<file path="src/rtl/alu_wb_stage_pkg.sv">
// Shared types and constants for the ALU writeback stage: condition codes,
// writeback entry layout, flag register layout and reset values.
package alu_wb_stage_pkg;

  localparam int VALUE_W = 32;
  localparam int RD_W    = 5;
  localparam int COND_W  = 3;

  // Stored writeback payload: value, destination index, write enable.
  localparam int ENTRY_W = VALUE_W + RD_W + 1;

  typedef enum logic [COND_W-1:0] {
    COND_AL = 3'b000,  // always
    COND_Z  = 3'b001,  // zero set
    COND_NZ = 3'b010,  // zero clear
    COND_C  = 3'b011,  // carry set
    COND_NC = 3'b100,  // carry clear
    COND_N  = 3'b101,  // negative set
    COND_NN = 3'b110,  // negative clear
    COND_NV = 3'b111   // never
  } cond_e;

  typedef struct packed {
    logic [VALUE_W-1:0] value;
    logic [RD_W-1:0]    rd;
    logic               we;
  } entry_t;

  typedef struct packed {
    logic c;
    logic z;
    logic n;
  } flags_t;

  localparam entry_t              ENTRY_RST  = '0;
  localparam flags_t              FLAGS_RST  = '0;
  localparam logic [VALUE_W-1:0]  TARGET_RST = '0;

  // Branches and writes to r0 still travel through the stage, but must never
  // write the register file.
  function automatic entry_t make_entry(input logic [VALUE_W-1:0] value,
                                        input logic [RD_W-1:0]    rd,
                                        input logic               we,
                                        input logic               is_branch);
    entry_t e;
    e.value = value;
    e.rd    = rd;
    e.we    = we & ~is_branch & (rd != '0);
    return e;
  endfunction

endpackage

</file>
<file path="src/rtl/alu_wb_stage_cond_eval.sv">
// Combinational branch condition evaluator against the architectural flags.
module cond_eval
  import alu_wb_stage_pkg::*;
(
  input  flags_t            flags,
  input  logic [COND_W-1:0] cond,
  output logic              taken
);

  // Decode the condition code into a taken decision.
  always_comb begin
    // NOTE: default assigned first so every path drives taken and no latch is inferred.
    taken = 1'b0;
    case (cond_e'(cond))
      COND_AL: taken = 1'b1;
      COND_Z:  taken = flags.z;
      COND_NZ: taken = ~flags.z;
      COND_C:  taken = flags.c;
      COND_NC: taken = ~flags.c;
      COND_N:  taken = flags.n;
      COND_NN: taken = ~flags.n;
      COND_NV: taken = 1'b0;
      default: taken = 1'b0;
    endcase
  end

endmodule

</file>
<file path="src/rtl/alu_wb_stage.sv">
// ALU writeback stage: two-entry in-order buffer (output register + skid
// register) toward the register file, flag register updated at acceptance,
// and one-cycle branch-taken pulse resolved against the pre-existing flags.
module alu_wb_stage
  import alu_wb_stage_pkg::*;
(
  input  logic                clk,
  input  logic                rst_n,
  input  logic                in_valid,
  output logic                in_ready,
  input  logic [VALUE_W-1:0]  alu_value,
  input  logic                alu_carry,
  input  logic                alu_zero,
  input  logic                alu_msb,
  input  logic [RD_W-1:0]     in_rd,
  input  logic                in_we,
  input  logic                in_setflags,
  input  logic                in_is_branch,
  input  logic [COND_W-1:0]   in_cond,
  input  logic [VALUE_W-1:0]  in_target,
  output logic                out_valid,
  input  logic                out_ready,
  output logic [VALUE_W-1:0]  wb_value,
  output logic [RD_W-1:0]     wb_rd,
  output logic                wb_we,
  output logic                flag_c,
  output logic                flag_z,
  output logic                flag_n,
  output logic                br_taken,
  output logic [VALUE_W-1:0]  br_target
);

  entry_t             out_q;
  entry_t             skid_q;
  entry_t             new_entry;
  logic               out_valid_q;
  logic               skid_valid_q;
  flags_t             flags_q;
  logic               br_taken_q;
  logic [VALUE_W-1:0] br_target_q;
  logic               cond_taken;
  logic               accept;
  logic               retire;

  // in_ready comes straight from the skid-full register, so it never depends
  // combinationally on out_ready.
  assign in_ready  = ~skid_valid_q;
  assign accept    = in_valid & in_ready;
  assign retire    = out_valid_q & out_ready;
  assign new_entry = make_entry(alu_value, in_rd, in_we, in_is_branch);

  cond_eval u_cond_eval (
    .flags (flags_q),
    .cond  (in_cond),
    .taken (cond_taken)
  );

  // Output/skid registers: keep order, reload output on retire, spill to skid on stall.
  always_ff @(posedge clk or negedge rst_n) begin
    if (!rst_n) begin
      // NOTE: payload registers are reset too, so no stale value or write enable
      // is visible on the writeback port after reset.
      out_valid_q  <= 1'b0;
      skid_valid_q <= 1'b0;
      out_q        <= ENTRY_RST;
      skid_q       <= ENTRY_RST;
    end else if (retire) begin
      // NOTE: non-blocking assignments so every register samples pre-edge values.
      if (skid_valid_q) begin
        // Skid full means in_ready is low, so no accept can coincide here.
        out_q        <= skid_q;
        skid_valid_q <= 1'b0;
      end else if (accept) begin
        out_q <= new_entry;
      end else begin
        out_valid_q <= 1'b0;
      end
    end else if (accept) begin
      if (!out_valid_q) begin
        out_q       <= new_entry;
        out_valid_q <= 1'b1;
      end else begin
        skid_q       <= new_entry;
        skid_valid_q <= 1'b1;
      end
    end
  end

  // Flag register: updated when a flag-setting instruction is accepted.
  always_ff @(posedge clk or negedge rst_n) begin
    if (!rst_n) begin
      flags_q <= FLAGS_RST;
    end else if (accept && in_setflags) begin
      flags_q <= '{c: alu_carry, z: alu_zero, n: alu_msb};
    end
  end

  // Branch resolution: one-cycle pulse after a taken branch is accepted.
  always_ff @(posedge clk or negedge rst_n) begin
    if (!rst_n) begin
      br_taken_q  <= 1'b0;
      br_target_q <= TARGET_RST;
    end else begin
      br_taken_q <= accept & in_is_branch & cond_taken;
      if (accept && in_is_branch && cond_taken) begin
        br_target_q <= in_target;
      end
    end
  end

  assign out_valid = out_valid_q;
  assign wb_value  = out_q.value;
  assign wb_rd     = out_q.rd;
  assign wb_we     = out_q.we;
  assign flag_c    = flags_q.c;
  assign flag_z    = flags_q.z;
  assign flag_n    = flags_q.n;
  assign br_taken  = br_taken_q;
  assign br_target = br_target_q;

endmodule

</file>
<file path="config.mk">
export PLATFORM = sky130hd
export DESIGN_NAME = alu_wb_stage
export DESIGN_NICKNAME = d
export VERILOG_FILES = /design/src/rtl/alu_wb_stage_pkg.sv /design/src/rtl/alu_wb_stage_cond_eval.sv /design/src/rtl/alu_wb_stage.sv
export SDC_FILE = /design/constraint.sdc
export NUM_CORES = 1
export LEC_CHECK = 0
export ABC_AREA = 0
export CORE_MARGIN = 1.5
export CORE_UTILIZATION = 41
export CTS_CLUSTER_DIAMETER = 60
export CTS_CLUSTER_SIZE = 8
export DETAILED_ROUTE_END_ITERATION = 16
export PLACE_DENSITY = 0.73
export SLEW_MARGIN = 30
export SYNTH_ARGS = -nofsm -noshare
export SYNTH_HDL_FRONTEND = slang
export SYNTH_SLANG_ARGS = --single-unit
</file>
<file path="constraint.sdc">
create_clock -name clk -period 1.6 [get_ports clk]
set_input_delay 0.16 -clock clk [delete_from_list [all_inputs] [get_ports clk]]
set_output_delay 0.16 -clock clk [all_outputs]
set_load 0.02 [all_outputs]
</file>
* Word level (Yosys, flattened, before mapping)
Cells that the tools add are included.
** Word-level totals
- Logic and storage cells :: 60
- Bits in registers :: 114
- Input port bits :: 82
- Output and inout bits :: 76
** Operators by class
- Equality and inequality tests :: 10
- Bitwise operators :: 12
- Reductions and logical operators :: 12
- Mux-type cells :: 13
** Operators with widths (count)
- 38-bit two-way mux :: 5
- 3-bit equality test (second input constant) :: 4
- 3-bit AND reduction :: 3
- 1-bit case mux with 8 select lines :: 1
- 1-bit two-way mux :: 7
- 1-bit AND :: 6
- 3-bit by 2-bit equality test with 1-bit output (second input constant) :: 2
- 1-bit NOT :: 6
- 2-bit nonzero test :: 3
- 5-bit nonzero test :: 1
- 2-bit inequality test (second input constant) :: 2
- 3-bit by 1-bit equality test with 1-bit output (second input constant) :: 1
- 1-bit logical AND :: 3
- 3-bit zero test :: 1
- 2-bit by 1-bit inequality test with 1-bit output (second input constant) :: 1
- 2-bit AND reduction :: 1

* Longest topological paths before layout
- Depth in word-level cells :: 6
- Mapped depth :: 6
- Gate-level depth less buffers :: 4

* By module
From an unflattened synthesis, not the netlist that was laid out.
** Second synthesis, totals
- Cell total of the unflattened synthesis :: 355
- Area, all modules :: 4848.4 µm²
** Modules (own cells, without submodules)
- alu_wb_stage :: area an instance 4795.8 µm², sequential area each 2852.7 µm², times used 1, cells an instance 346
- cond_eval :: area an instance 52.6 µm², sequential area each 0.0 µm², times used 1, cells an instance 9

* Worst setup path before layout
OpenSTA, ideal clock, no wires.
- Kind :: register -> register
- Start :: register flags_q, in the netlist flag_z
- End :: register br_target_q[10], in the netlist br_target[10]
- Cell stages (with the launch flop) :: 6
- Arrival :: 1512 ps
- Setup time :: 125 ps
- Path slack :: -38 ps
- Period minus slack after synthesis :: 1638 ps
- Data required time :: 1475 ps
- Buffers on the path :: 1
- Cells stage by stage :: dfrtp_1 nor4bb_1 nor4_2 nand3_2 buf_6 mux2_4
** Between the ends
- Word-level cells in the longest chain between the ends :: 3
** RTL lines
- start, declared :: RTL line alu_wb_stage.sv:38 : flags_t flags_q;
- start signal, assigned :: RTL line alu_wb_stage.sv:94 : flags_q <= '{c: alu_carry, z: alu_zero, n: alu_msb};
- 1-bit NOT :: RTL line alu_wb_stage_cond_eval.sv:17 : COND_NZ: taken = ~flags.z;
- 1-bit case mux with 8 select lines * :: RTL line alu_wb_stage_cond_eval.sv:14 : case (cond_e'(cond))
- 1-bit logical AND * :: RTL line alu_wb_stage.sv:105 : if (accept && in_is_branch && cond_taken) begin
- end signal, assigned :: RTL line alu_wb_stage.sv:106 : br_target_q <= in_target;
- end, declared :: RTL line alu_wb_stage.sv:40 : logic [VALUE_W-1:0] br_target_q;
Every way passes the cells marked *; elsewhere a longest branch is shown, timed or not.
A chain may end at the register's enable or synchronous reset.

* Worst setup path after layout
- Start :: register flags_q, in the netlist flag_z
- End :: register br_target_q[0], in the netlist br_target[0]
The elaborated chain is that of the path after synthesis.

==> flow_metrics.py <==
metrics = {
    "outcome": {
        "status": "finished, violations left",
        "violations": "setup timing",
    },
    "pwr": {
        "p_sw_share_pct": 32.07,
        "p_int_mw": 10.86,
        "leakagePower_nw": 3.440,
        "comb_power_share_pct": 41.6,
        "seqPwrFrac_pct": 32.3,
        "switching_power_mw": 5.128,
        "vdd_drop_max_uv": 1100,
        "power.density_mw_per_mm2": 2147,
        "pwr-share-clk_pct": 26.1,
    },
    "cts": {
        "h-tree-depth": 4,
        "cts.sinks": 114,
        "cts_root_buffer": "clkbuf_16",
        "cts_tree": "done",
        "cts_buffers": 17,
        "clk_latency_ns": 0.40,
        "cts_buffer_depth": 2,
        "clk_pin_slew_worst_paths_ns": 0.05,
    },
    "detailed_routing": {
        "drt_iter0_drc": 152,
        "dr.pass1.iters": 4,
        "dr.max_layer_used": "met4",
        "dr_wl_met3_um": 509,
        "wl_met1_um": 4874,
        "routed_wl_um": 11370,
        "wl_per_cell_um": 16.57,
        "dr_wl_met2_um": 5788,
        "ant_nets": 0,
        "vias": 3367,
        "drc": 0,
        "viasPerCell": 4.908,
    },
    "logic_synthesis": {
        "synth_top_area_share_pct": 59.61,
        "ys_seq_area_share_pct": 59.61,
        "netlist_instances": 347,
        "synth_top_cell_by_area": "dfrtp_1",
        "ys_warn_count": 0,
        "synth.most_common_cell": "dfrtp_1",
        "synth_nets": 429,
        "synth_edf_count": 0,
        "syn_area_mm2": 0.004786,
        "ys_top_cells_by_area": "dfrtp_1, mux2_2, mux2_4, mux2i_1, a21oi_1",
        "async_reset_ff_share_pct": 100.0,
        "synth_commonest_cells": "dfrtp_1, mux2_2, a21oi_1, mux2i_1, nor2_1",
        "synth-main-ff-cell": "dfrtp_1",
        "ys_seq_elements": 114,
        "synth_area_per_cell_um2": 13.79,
        "yosysUniqueCellTypes": 27,
    },
    "setup_path": {
        "rr_worst_depth": 5,
        "crit_type": "reg -> reg",
        "critPathLaunchType": "flip-flop",
        "r2r_setup_slack_ns": -0.05,
        "cp.required_ns": 1.88,
        "cp_max_fo": 23,
        "endpoint_kind": "flip-flop",
        "arrival_ns": 1.93,
    },
    "finish": {
        "nFillCells": 847,
        "final-instance-count-excl-fill": 686,
        "antennaDiodeCount": 0,
        "multi_input_area_mm2": 0.001851,
        "drive_above_1_share_pct": 25.23,
        "postLayoutCoreUtil_pct": 65.23,
        "final_nets": 612,
        "area_growth_pct": 55.63,
        "regArea_mm2": 0.002854,
        "design_area_mm2": 0.007448,
    },
    "die": {
        "core.rowCount": 39,
        "fp.dieH_um": 111.0,
        "io_pins": 158,
        "die_x_um": 111.0,
        "core_area_mm2": 0.01142,
        "die_area_mm2": 0.01233,
        "initial_core_util_pct": 41.91,
    },
    "grt": {
        "grtUsageTotal_pct": 18.98,
        "grt_first_pass_wirelength_um": 18310,
        "grt_pass1_vias": 3591,
        "grt_max_degree": 115,
        "overflow": 0,
        "antenna_found_initial": 0,
    },
    "timing": {
        "rsz0062_at_grt": "yes",
        "tns_ns": -0.4087,
        "hold_violations": 0,
        "final_max_slew_viol_count": 0,
        "max_slew.worst_pin.slew_ns": 0.6229,
        "fin_crit_ns": 1.649,
        "fin_ws_ns": -0.04855,
        "fin_skew_ns": 0.005658,
        "relSlewSlack_pct": 58.47,
        "finalCritPeriodShare_pct": 103.0,
        "setup_viol": 22,
        "fmax_mhz": 606.6,
    },
    "placed_design": {
        "place_inst": 651,
        "place_congestion": 0.7488,
        "place_area_mm2": 0.006701,
        "hpwlAfterDp_um": 7750,
        "portBuffers": 157,
        "dp_slack_ns": -0.3353,
    },
    "run": {
        "timing.max_cap.violations": 0,
    },
    "min_path": {
        "holdCritPathClass": "in -> async",
    },
}
layout by cell type (no fill, tap or decap), types with 2 or more instances in the layout:
cell type        count
clkinv_2             2
o21ai_1              2
clkdlybuf4s50_1    150
clkbuf_16           18
nor2_1              37
buf_12               8
inv_1                5
nand2_1              2
mux2_2              44
o2111ai_1            2
a21oi_1             39
clkbuf_8             3
clkbuf_1             3
nor2b_1              2
buf_4               14
buf_6                3
dlygate4sd2_1        5
nand3_2              2
mux2i_1             37
o21ai_0              3
dfrtp_1            113
mux2_4              29
bufinv_16            5
flip-flops by register name (all words and copies together) (netlist names):
name          flops
flag_c            1
br_taken          1
wb_rd             5
flag_n            1
br_target        32
out_valid         1
skid_q           38
wb_value         32
skid_valid_q      1
wb_we             1
flag_z            1
stage by stage:
stage / hold WS, ns / power (mW)
global placement: 0.2892 / 11.65
finish: 0.3467 / 15.99
global route: 0.3637 / 16.84
detailed placement: 0.2996 / 11.87
CTS: 0.3505 / 16.08
floorplan: -0.1356 / 8.740
area by class of cell:
| class | count | share of cell area, % |
|---|---|---|
| flip-flops and latches | 114 | 38.32 |
| inverters | 5 | 0.2520 |
| well taps | 143 | 2.402 |
| clock inverters | 9 | 2.369 |
| multi-input cells | 209 | 24.84 |
| repair buffers | 183 | 25.40 |
| clock buffers | 23 | 6.417 |
kinds of logic after synthesis:
family                 after synthesis  share of synthesized area, %
buffers and inverters               24                         2.693
multiplexers                       110                         27.19
AND/OR/NAND/NOR                     52                         5.386
AO/OA/AOI/OAI                       47                         5.124
flip-flops                         114                         59.61
worst max-delay path, stage by stage (launching register included):
cell and delay, ns:
dfrtp_2 0.43, nor4b_2 0.36, nor4_4 0.06, nand3_2 0.12, buf_12 0.21, mux2_2 0.36
power by group through the flow:
stage / clock, mW / sequential, mW / combinational (mW)
after floorplan: 0 / 6.22 / 2.52
after global placement: 0 / 5.13 / 6.53
after detailed placement: 0 / 5.18 / 6.69
after CTS: 4.25 / 5.18 / 6.65
after global routing: 4.41 / 5.35 / 7.08
final: 4.17 / 5.17 / 6.65
layer usage:
layer | vias to the layer above | track usage (%)
met5 | - | 0
met4 | 0 | 8.354
met3 | 17 | 4.866
met2 | 96 | 31.40
met1 | 1656 | 23.58
li1 | 1598 | -
repair_timing:
item                                    CTS  global route
gates cloned                              0             1
buffers inserted                          0             1
hold buffers                              1             0
endpoints found under the setup margin   37            36
pin swaps                                 0             2
resized for setup                         7             8
endpoints found under the hold margin   114             0
path summary, 6_finish.rpt:
| path | start | to |
|---|---|---|
| max in group asynchronous | rst_n | flag_z |
| min in group clk | alu_carry | flag_c |
| hold reg to reg | skid_q[14] | skid_q[14] |
| hold / removal | rst_n | br_target[8] |
| setup / recovery | flag_z | br_target[0] |
| setup reg to reg | flag_z | br_target[0] |
Power figures use the tool's default switching activity.
